## src/rtl/word_serial_pkg.sv

```systemverilog
// Shared types and line levels for the 16-bit word serializer.
// The PARITY state exists only when WORD_SERIALIZER_PARITY_EN is defined.
package word_serial_pkg;

  localparam int   DATA_BITS   = 16;
  localparam logic START_LEVEL = 1'b0;
  localparam logic STOP_LEVEL  = 1'b1;
  localparam logic IDLE_LEVEL  = 1'b1;

  typedef enum logic [2:0] {
    IDLE,
    START,
    DATA,
`ifdef WORD_SERIALIZER_PARITY_EN
    PARITY,
`endif
    STOP
  } state_t;

endpackage

```

## src/rtl/word_serializer_if.sv

```systemverilog
// Word-in / serial-out bus of the word serializer; the producer side is master.
interface word_serializer_if;

  logic                                IN_VALID;
  logic [word_serial_pkg::DATA_BITS-1:0] IN_DATA;
  logic                                IN_READY;
  logic                                TX;
  logic                                BUSY;
  logic                                DONE;

  modport master (
    output IN_VALID, IN_DATA,
    input  IN_READY, TX, BUSY, DONE
  );

  modport slave (
    input  IN_VALID, IN_DATA,
    output IN_READY, TX, BUSY, DONE
  );

endinterface

```

## src/rtl/bit_timer.sv

```systemverilog
// Bit-period counter: ticks on the last cycle of every CLKS_PER_BIT-cycle bit,
// held at zero while clear is asserted.
module bit_timer #(
  parameter int CLKS_PER_BIT = 4
) (
  input  logic CLK,
  input  logic RST,
  input  logic clear,
  output logic tick
);

  localparam int            CW   = (CLKS_PER_BIT > 1) ? $clog2(CLKS_PER_BIT) : 1;
  localparam logic [CW-1:0] LAST = CW'(CLKS_PER_BIT - 1);

  logic [CW-1:0] count_q;

  assign tick = (count_q == LAST);

  always_ff @(posedge CLK or posedge RST) begin
    if (RST) begin
      count_q <= '0;
    end else if (clear || tick) begin
      count_q <= '0;
    end else begin
      count_q <= count_q + CW'(1);
    end
  end

endmodule

```

## src/rtl/word_serializer.sv

```systemverilog
// 16-bit word to serial line: start bit, data LSB first, optional even parity
// (WORD_SERIALIZER_PARITY_EN), stop bit; each bit lasts CLKS_PER_BIT cycles.
module word_serializer
  import word_serial_pkg::*;
#(
  parameter int CLKS_PER_BIT = 4
) (
  input  logic CLK,
  input  logic RST,
  word_serializer_if.slave bus
);

  localparam logic [3:0] LAST_BIT = 4'(DATA_BITS - 1);

  state_t                 state_q;
  logic [DATA_BITS-1:0]   shift_q;
  logic [3:0]             bit_idx_q;
  logic                   tx_q;
  logic                   done_q;
  logic                   tick;
  logic                   idle;
`ifdef WORD_SERIALIZER_PARITY_EN
  logic                   parity_q;
`endif

  assign idle         = (state_q == IDLE);
  assign bus.IN_READY = idle;
  assign bus.BUSY     = ~idle;
  assign bus.TX       = tx_q;
  assign bus.DONE     = done_q;

  // The timer is held in IDLE so START always begins a fresh bit period.
  bit_timer #(
    .CLKS_PER_BIT(CLKS_PER_BIT)
  ) u_bit_timer (
    .CLK  (CLK),
    .RST  (RST),
    .clear(idle),
    .tick (tick)
  );

  always_ff @(posedge CLK or posedge RST) begin
    if (RST) begin
      state_q   <= IDLE;
      shift_q   <= '0;
      bit_idx_q <= '0;
      tx_q      <= IDLE_LEVEL;
      done_q    <= 1'b0;
`ifdef WORD_SERIALIZER_PARITY_EN
      parity_q  <= 1'b0;
`endif
    end else begin
      done_q <= 1'b0;
      unique case (state_q)
        IDLE: begin
          if (bus.IN_VALID) begin
            shift_q   <= bus.IN_DATA;
            bit_idx_q <= '0;
            tx_q      <= START_LEVEL;
            state_q   <= START;
`ifdef WORD_SERIALIZER_PARITY_EN
            parity_q  <= ^bus.IN_DATA;
`endif
          end
        end
        START: begin
          if (tick) begin
            tx_q    <= shift_q[0];
            shift_q <= shift_q >> 1;
            state_q <= DATA;
          end
        end
        DATA: begin
          if (tick) begin
            bit_idx_q <= bit_idx_q + 4'd1;
            if (bit_idx_q == LAST_BIT) begin
`ifdef WORD_SERIALIZER_PARITY_EN
              tx_q    <= parity_q;
              state_q <= PARITY;
`else
              tx_q    <= STOP_LEVEL;
              state_q <= STOP;
`endif
            end else begin
              tx_q    <= shift_q[0];
              shift_q <= shift_q >> 1;
            end
          end
        end
`ifdef WORD_SERIALIZER_PARITY_EN
        PARITY: begin
          if (tick) begin
            tx_q    <= STOP_LEVEL;
            state_q <= STOP;
          end
        end
`endif
        STOP: begin
          if (tick) begin
            tx_q    <= IDLE_LEVEL;
            done_q  <= 1'b1;
            state_q <= IDLE;
          end
        end
        default: begin
          state_q <= IDLE;
        end
      endcase
    end
  end

endmodule
```

## src/flat_wrapper.sv

```systemverilog
// flat-port wrapper written by rule: the top's interface ports become plain ports
module word_serializer_flat import word_serial_pkg::*;
#(
  parameter int CLKS_PER_BIT = 4
)
  (CLK, RST, bus_IN_VALID, bus_IN_DATA, bus_IN_READY, bus_TX, bus_BUSY, bus_DONE);
  word_serializer_if bus_i ();
  input  logic CLK;
  input  logic RST;
  input wire logic [$bits(bus_i.IN_VALID)-1:0] bus_IN_VALID;
  input wire logic [$bits(bus_i.IN_DATA)-1:0] bus_IN_DATA;
  output wire logic [$bits(bus_i.IN_READY)-1:0] bus_IN_READY;
  output wire logic [$bits(bus_i.TX)-1:0] bus_TX;
  output wire logic [$bits(bus_i.BUSY)-1:0] bus_BUSY;
  output wire logic [$bits(bus_i.DONE)-1:0] bus_DONE;
  assign bus_i.IN_VALID = bus_IN_VALID;
  assign bus_i.IN_DATA = bus_IN_DATA;
  assign bus_IN_READY = bus_i.IN_READY;
  assign bus_TX = bus_i.TX;
  assign bus_BUSY = bus_i.BUSY;
  assign bus_DONE = bus_i.DONE;
  word_serializer #(.CLKS_PER_BIT(CLKS_PER_BIT)) u_core (.CLK(CLK), .RST(RST), .bus(bus_i));
endmodule
```

## config.mk

```make
export PLATFORM = sky130hd
export DESIGN_NAME = word_serializer_flat
export DESIGN_NICKNAME = d
export VERILOG_FILES = /design/src/rtl/word_serial_pkg.sv /design/src/rtl/word_serializer_if.sv /design/src/rtl/bit_timer.sv /design/src/rtl/word_serializer.sv /design/src/flat_wrapper.sv
export SDC_FILE = /design/constraint.sdc
export NUM_CORES = 1
export LEC_CHECK = 0
export ABC_AREA = 0
export BUFFER_PORTS_ARGS = -buffer_cell sky130_fd_sc_hd__buf_4
export CORE_UTILIZATION = 49
export DETAILED_ROUTE_END_ITERATION = 10
export PLACE_DENSITY = 0.77
export SYNTH_ARGS = -nofsm -noshare
export SYNTH_HDL_FRONTEND = slang
export SYNTH_SLANG_ARGS = --single-unit
```

## constraint.sdc

```tcl
create_clock -name CLK -period 1.75 [get_ports CLK]
set_clock_uncertainty 0.2 [all_clocks]
set_input_delay 0.35 -clock CLK [delete_from_list [all_inputs] [get_ports CLK]]
set_output_delay 0.35 -clock CLK [all_outputs]
set_load 0.01 [all_outputs]
```

---- Word-level counts from Yosys, hierarchy flattened ----
Cells that the tools add are included.
operators by class
  add/subtract/negate cells ............... 2
  eq/ne operators ......................... 11
  mux-type cells .......................... 23
  bitwise logic cells ..................... 1
  reductions and logical operators ........ 9
operator list
  operator             count
  $mux 16              4
  $pmux 16 s3          1
  $mux 3               5
  $reduce_and 5->1     3
  $pmux 3 s4           1
  $ne 2x2->1 const B   5
  $mux 4               2
  $pmux 4 s2           1
  $mux 1               7
  $eq 3x2->1 const B   2
  $add 4x1->4 const B  1
  $eq 4x4->1 const B   1
  $pmux 1 s4           1
  $reduce_bool 4->1    1
  $eq 3x1->1 const B   1
  $logic_not 3->1      1
  $reduce_and 3->1     1
  $reduce_bool 3->1    1
  $add 2x1->2 const B  1
  $eq 2x2->1 const B   1
  $mux 2               1
  $ne 2x1->1 const B   1
  $reduce_bool 2->1    1
  $logic_or 1x1->1     1
  $not 1->1            1
word-level totals
  register bits after elaboration ......... 27
  bits of input ports ..................... 19
  output and inout port bits .............. 4
  logic and storage cells ................. 52

---- Depth between registers and ports, before layout ----
  depth in word-level cells ............... 4
  gate-level depth with buffers ........... 7
  mapped depth without buffers ............ 6

---- Modules after synthesis ----
From an unflattened synthesis, not the netlist that was laid out.
second synthesis, totals
  cells, all modules ...................... 109
  area total of the unflattened synthesis .. 1435.1 µm²
by module, submodules not included
  module           instances  cells an instance  area each (µm²)  seq. area each (µm²)
  word_serializer  1          103                1346.3           601.8
  bit_timer        1          6                  88.8             50.0

---- Least setup slack after synthesis ----
OpenSTA, ideal clock, no wires.
  path kind ............................... register -> register
  start point ............................. reg u_core.state_q[0]
  end point ............................... reg u_core.state_q[1]
  library setup time ...................... 125 ps
  arrival time ............................ 1489 ps
  required time ........................... 1425 ps
  slack ................................... -64 ps
  cell stages (with the launch flop) ...... 8
  buffers on the path ..................... 1
  clock period less this slack ............ 1814 ps
  path through ............................ dfrtp_1 inv_1 ha_1 buf_6 nor3_4 o21ai_2 a21oi_2 mux2_4
between the ends
  longest elaborated chain between the ends .. 3
  elaborated cells on any way between the ends .. 11
  those cells by class .................... 8 x eq/ne; 1 x mux; 2 x reduce/logical
ends and longest elaborated chain
  item                                                RTL line               text
  start: declaration                                  word_serializer.sv:15  state_t state_q;
  start signal: assignment                            word_serializer.sv:44  state_q <= IDLE;
  start signal: assignment                            word_serializer.sv:60  state_q <= START;
  start signal: assignment                            word_serializer.sv:70  state_q <= DATA;
  $eq 3x2->1, or another cell as far along            word_serializer.sv:54  unique case (state_q)
  $ne 2x1->1 (no line) or $ne 2x2->1 (tied branches)  -
  $reduce_and 5->1 (no line)                          -
Several ways; a longest one is shown, not always the timed one.
A chain may end at the register's enable or synchronous reset.

---- Worst setup path in the final report ----
Ends and elaborated chain as after synthesis.

==> impl_metrics.py <==
metrics = {
    "synthesis": {
        "synth_top_family_by_area": "compound AO/OA/AOI/OAI gates",
        "synth-compound-area-share_pct": 15.8,
        "synth_area_um2": 1360,
        "syn_inst": 129,
        "synth_cell_types": 32,
        "yosys_warnings": 0,
        "ys_seq_area_share_pct": 47.8,
        "synthAdderAreaFrac_pct": 5.51,
        "synthSimpleGateAreaFrac_pct": 11.9,
        "synthMuxAreaShare_pct": 13.7,
        "synth_fp_nets": 154,
        "synth-xor-area-share_pct": 0,
        "synth_seq_cells": 26,
        "syn_avg_cell_area_um2": 10.6,
    },
    "clock_network": {
        "cts_buffer_depth": 2,
        "path_clk_slew_ps": 140,
        "clk_latency_ps": 330,
        "tritoncts": "built",
        "cts_root_buf": "clkbuf_4",
        "clock-sinks": 26,
        "htree_levels": 1,
        "cts_buffers": 3,
    },
    "power": {
        "intPower_w": 0.000761,
        "switching_share_pct": 20.6,
        "max-vdd-ir-drop_v": 0.000449,
        "switchingPower_w": 0.000198,
        "pwr-share-clk_pct": 32.0,
        "powerDensity_nw_per_um2": 529,
        "pwr-share-comb_pct": 5.3,
        "seqPwrFrac_pct": 62.6,
        "leakagePower_nw": 0.901,
    },
    "drt": {
        "routed_wl_mm": 2.72,
        "dr.first_iter.drc_count": 16,
        "antenna_left": 0,
        "vias": 1057,
        "drc_errors": 0,
        "viasPerCell": 5.37,
        "wl_per_cell_um": 13.8,
        "first_pass_iters": 4,
    },
    "critical_path": {
        "critPathMaxFanout": 4,
        "required_ps": 1780,
        "crit_buf_inv": 1,
        "cp_top_family": "flip-flops",
        "crit_chain": "buf_4 -> ha_4 -> nor3_4 -> o21ai_2 -> a21oi_2 -> mux2_4",
        "critPathCaptureType": "flop",
        "cp-start-kind": "flop",
        "cp.arrival_ps": 1860,
        "path_class": "reg2reg",
        "cpMaxStageDelayCell": "dfrtp_1",
        "cpPeakStageDelay_ps": 440,
        "crit_path_start": "u_core.state_q[0]",
        "r2r-start": "u_core.state_q[0]",
    },
    "grt": {
        "grt_pass1_wl_mm": 4.55,
        "grt_overflow": 0,
        "antenna_found_initial": 0,
        "grt_usage_pct": 21.9,
        "grt_pass1_vias": 1003,
        "grt_max_degree": 33,
    },
    "floorplan": {
        "die-width_um": 54.7,
        "pin_count": 23,
        "dieHeight_um": 54.7,
        "fp-row-count": 18,
        "start_util_pct": 53.5,
        "fp.dieArea_um2": 3000,
        "fp.coreArea_um2": 2540,
    },
    "outcome": {
        "failed_checks": "negative setup slack",
        "status": "complete, but fails checks",
    },
    "final_layout": {
        "final_cells": 197,
        "n_fill_cell": 186,
        "finalNetCount": 193,
        "area_delta_synth_final_pct": 33.0,
        "n_antenna_cell": 0,
        "layout-drive-gt1-share_pct": 37.1,
        "final_cell_area_um2": 1810,
    },
    "sta": {
        "setup_viol": 3,
        "maxSlewViolCount": 0,
        "hold_viol": 0,
        "fin_ws_ps": -80.7,
        "rsz0062_at_grt": "true",
        "fin_tns_setup_ps": -158,
        "timing.slew.headroom_pct": 74.5,
        "max_freq_mhz": 546,
        "fin_crit_ps": 1830,
        "tightest_slew_ps": 379,
        "fin_crit_sh_pct": 105,
    },
    "worst_hold_path": {
        "hold_path_class": "in2reg",
        "hold_start": "bus_IN_DATA[15]",
    },
    "place": {
        "dp.cells": 183,
        "placed_area_um2": 1630,
        "dp_hpwl_mm": 1.84,
        "io_buffers": 22,
        "dpl_worst_slack_ps": -43.6,
        "routabilityCongestion": 0.969,
    },
    "run": {
        "cap_violations": 0,
    },
}
==> layout make-up <==
type                       instances  area (µm²)  area share [%]
multi-input combinational         90         701            38.7
sequential                        26         652            36.0
timing repair buffer              41         363            20.0
tap                               30        37.5            2.07
clock buffer                       4        36.3            2.00
inverter                           6        22.5            1.24
==> sequential cells by signal, summed over array words and instances (netlist names) <==
register / count
u_core.bus.DONE: 1
u_core.bit_idx_q: 4
u_core.shift_q: 16
u_core.bus.TX: 1
u_core.state_q: 2
u_core.u_bit_timer.count_q: 2
==> placed cells by master, fill, tap and decap left out, drive strengths merged, types with 3 or more instances in the layout <==
cell | Yosys | layout
a22o | 3 | 3
buf | 7 | 40
ha | 6 | 6
nand2 | 20 | 20
mux2i | 16 | 16
dfrtp | 25 | 25
inv | 6 | 6
clkbuf | 0 | 4
o21ai | 23 | 23
nand2b | 4 | 4
==> worst register-to-register path: cells and delay by family, from the launching register on <==
kind                       cells  cell delay [ps]
DFF                            1              440
muxes                          1              310
AOI/OAI and AO/OA              2              240
and+or+nand+nor                1              210
adders and majority gates      1              170
buffers and inverters          1              160
==> repair_timing <==
item,CTS,global route
setup endpoints to repair,5,25
cloned,0,0
gates resized for setup,8,7
setup buffers,8,1
pin swaps,3,1
hold buffers,1,0
hold endpoints to repair,25,0
==> path summary, 6_finish.rpt <==
kind | to | slack (ps) | depth (start not counted)
min | u_core.shift_q[15] | 70 | 3
max reg2reg | u_core.state_q[1] | -80 | 6
min reg2reg | u_core.u_bit_timer.count_q[0] | 240 | 1
max | u_core.state_q[1] | -80 | 6
min in group asynchronous | u_core.bit_idx_q[2] | 390 | 4
max in group asynchronous | u_core.bus.TX | 740 | 4
==> stage by stage <==
stage / power (W) / util [%] / hold WS, ps
after detailed placement: 0.000662 / 64.2 / 203
after floorplan: 0.000623 / - / 189
final: 0.000959 / 71.2 / 66.1
after global placement: 0.000661 / 64.2 / 197
after global routing: 0.000995 / 71.2 / 79.0
after CTS: 0.000968 / 70.0 / 60.3
==> routing by layer <==
metal	GRT usage [%]	wire, µm	vias to the layer above
li1	-	-	533
met1	27.5	1220	492
met2	36.3	1330	24
met3	3.61	81	8
met4	10.3	84	0
met5	0	0	-
==> power groups by stage <==
stage	Combinational, W	Clock [W]	Sequential [W]
2_1_floorplan	0.0000104	0	0.000612
5_1_grt	0.0000564	0.000337	0.000601
3_5_place_dp	0.0000499	0	0.000612
3_3_place_gp	0.0000486	0	0.000612
6_report	0.0000510	0.000307	0.000601
4_1_cts	0.0000516	0.000316	0.000601
==> logic make-up after synthesis <==
| group | after synthesis |
|---|---|
| DFF | 26 |
| adders and majority gates | 6 |
| muxes | 18 |
| buffers and inverters | 13 |
| and+or+nand+nor | 33 |
| AOI/OAI and AO/OA | 33 |
==> Yosys cell counts <==
master      n  area [µm²]
ha_1        6        75.1
mux2_2      1        11.3
nand2_1    20        75.1
dfstp_2     1        26.3
o21ai_1    21         105
nand3_1     2        10.0
buf_6       1        11.3
mux2i_1    16         160
o21ai_2     1        8.76
nor2_1      1        3.75
and2_1      1        6.26
o21ai_0     1        5.00
nand2b_2    1        8.76
inv_1       6        22.5
nor3_1      1        5.00
o32ai_1     1        8.76
nand2b_1    3        18.8
a2111oi_0   1        8.76
o2bb2ai_1   1        8.76
a21oi_2     1        8.76
mux2_4      1        15.0
nor4_1      1        6.26
nand4_1     1        6.26
a41oi_2     1        16.3
buf_4       3        22.5
a31oi_1     1        6.26
nor3_4      1        16.3
o211ai_2    1        12.5
buf_2       3        15.0
and3_1      1        6.26
a22o_1      3        26.3
dfrtp_1    25         626
Note: power is estimated with default switching activity, not from simulation.
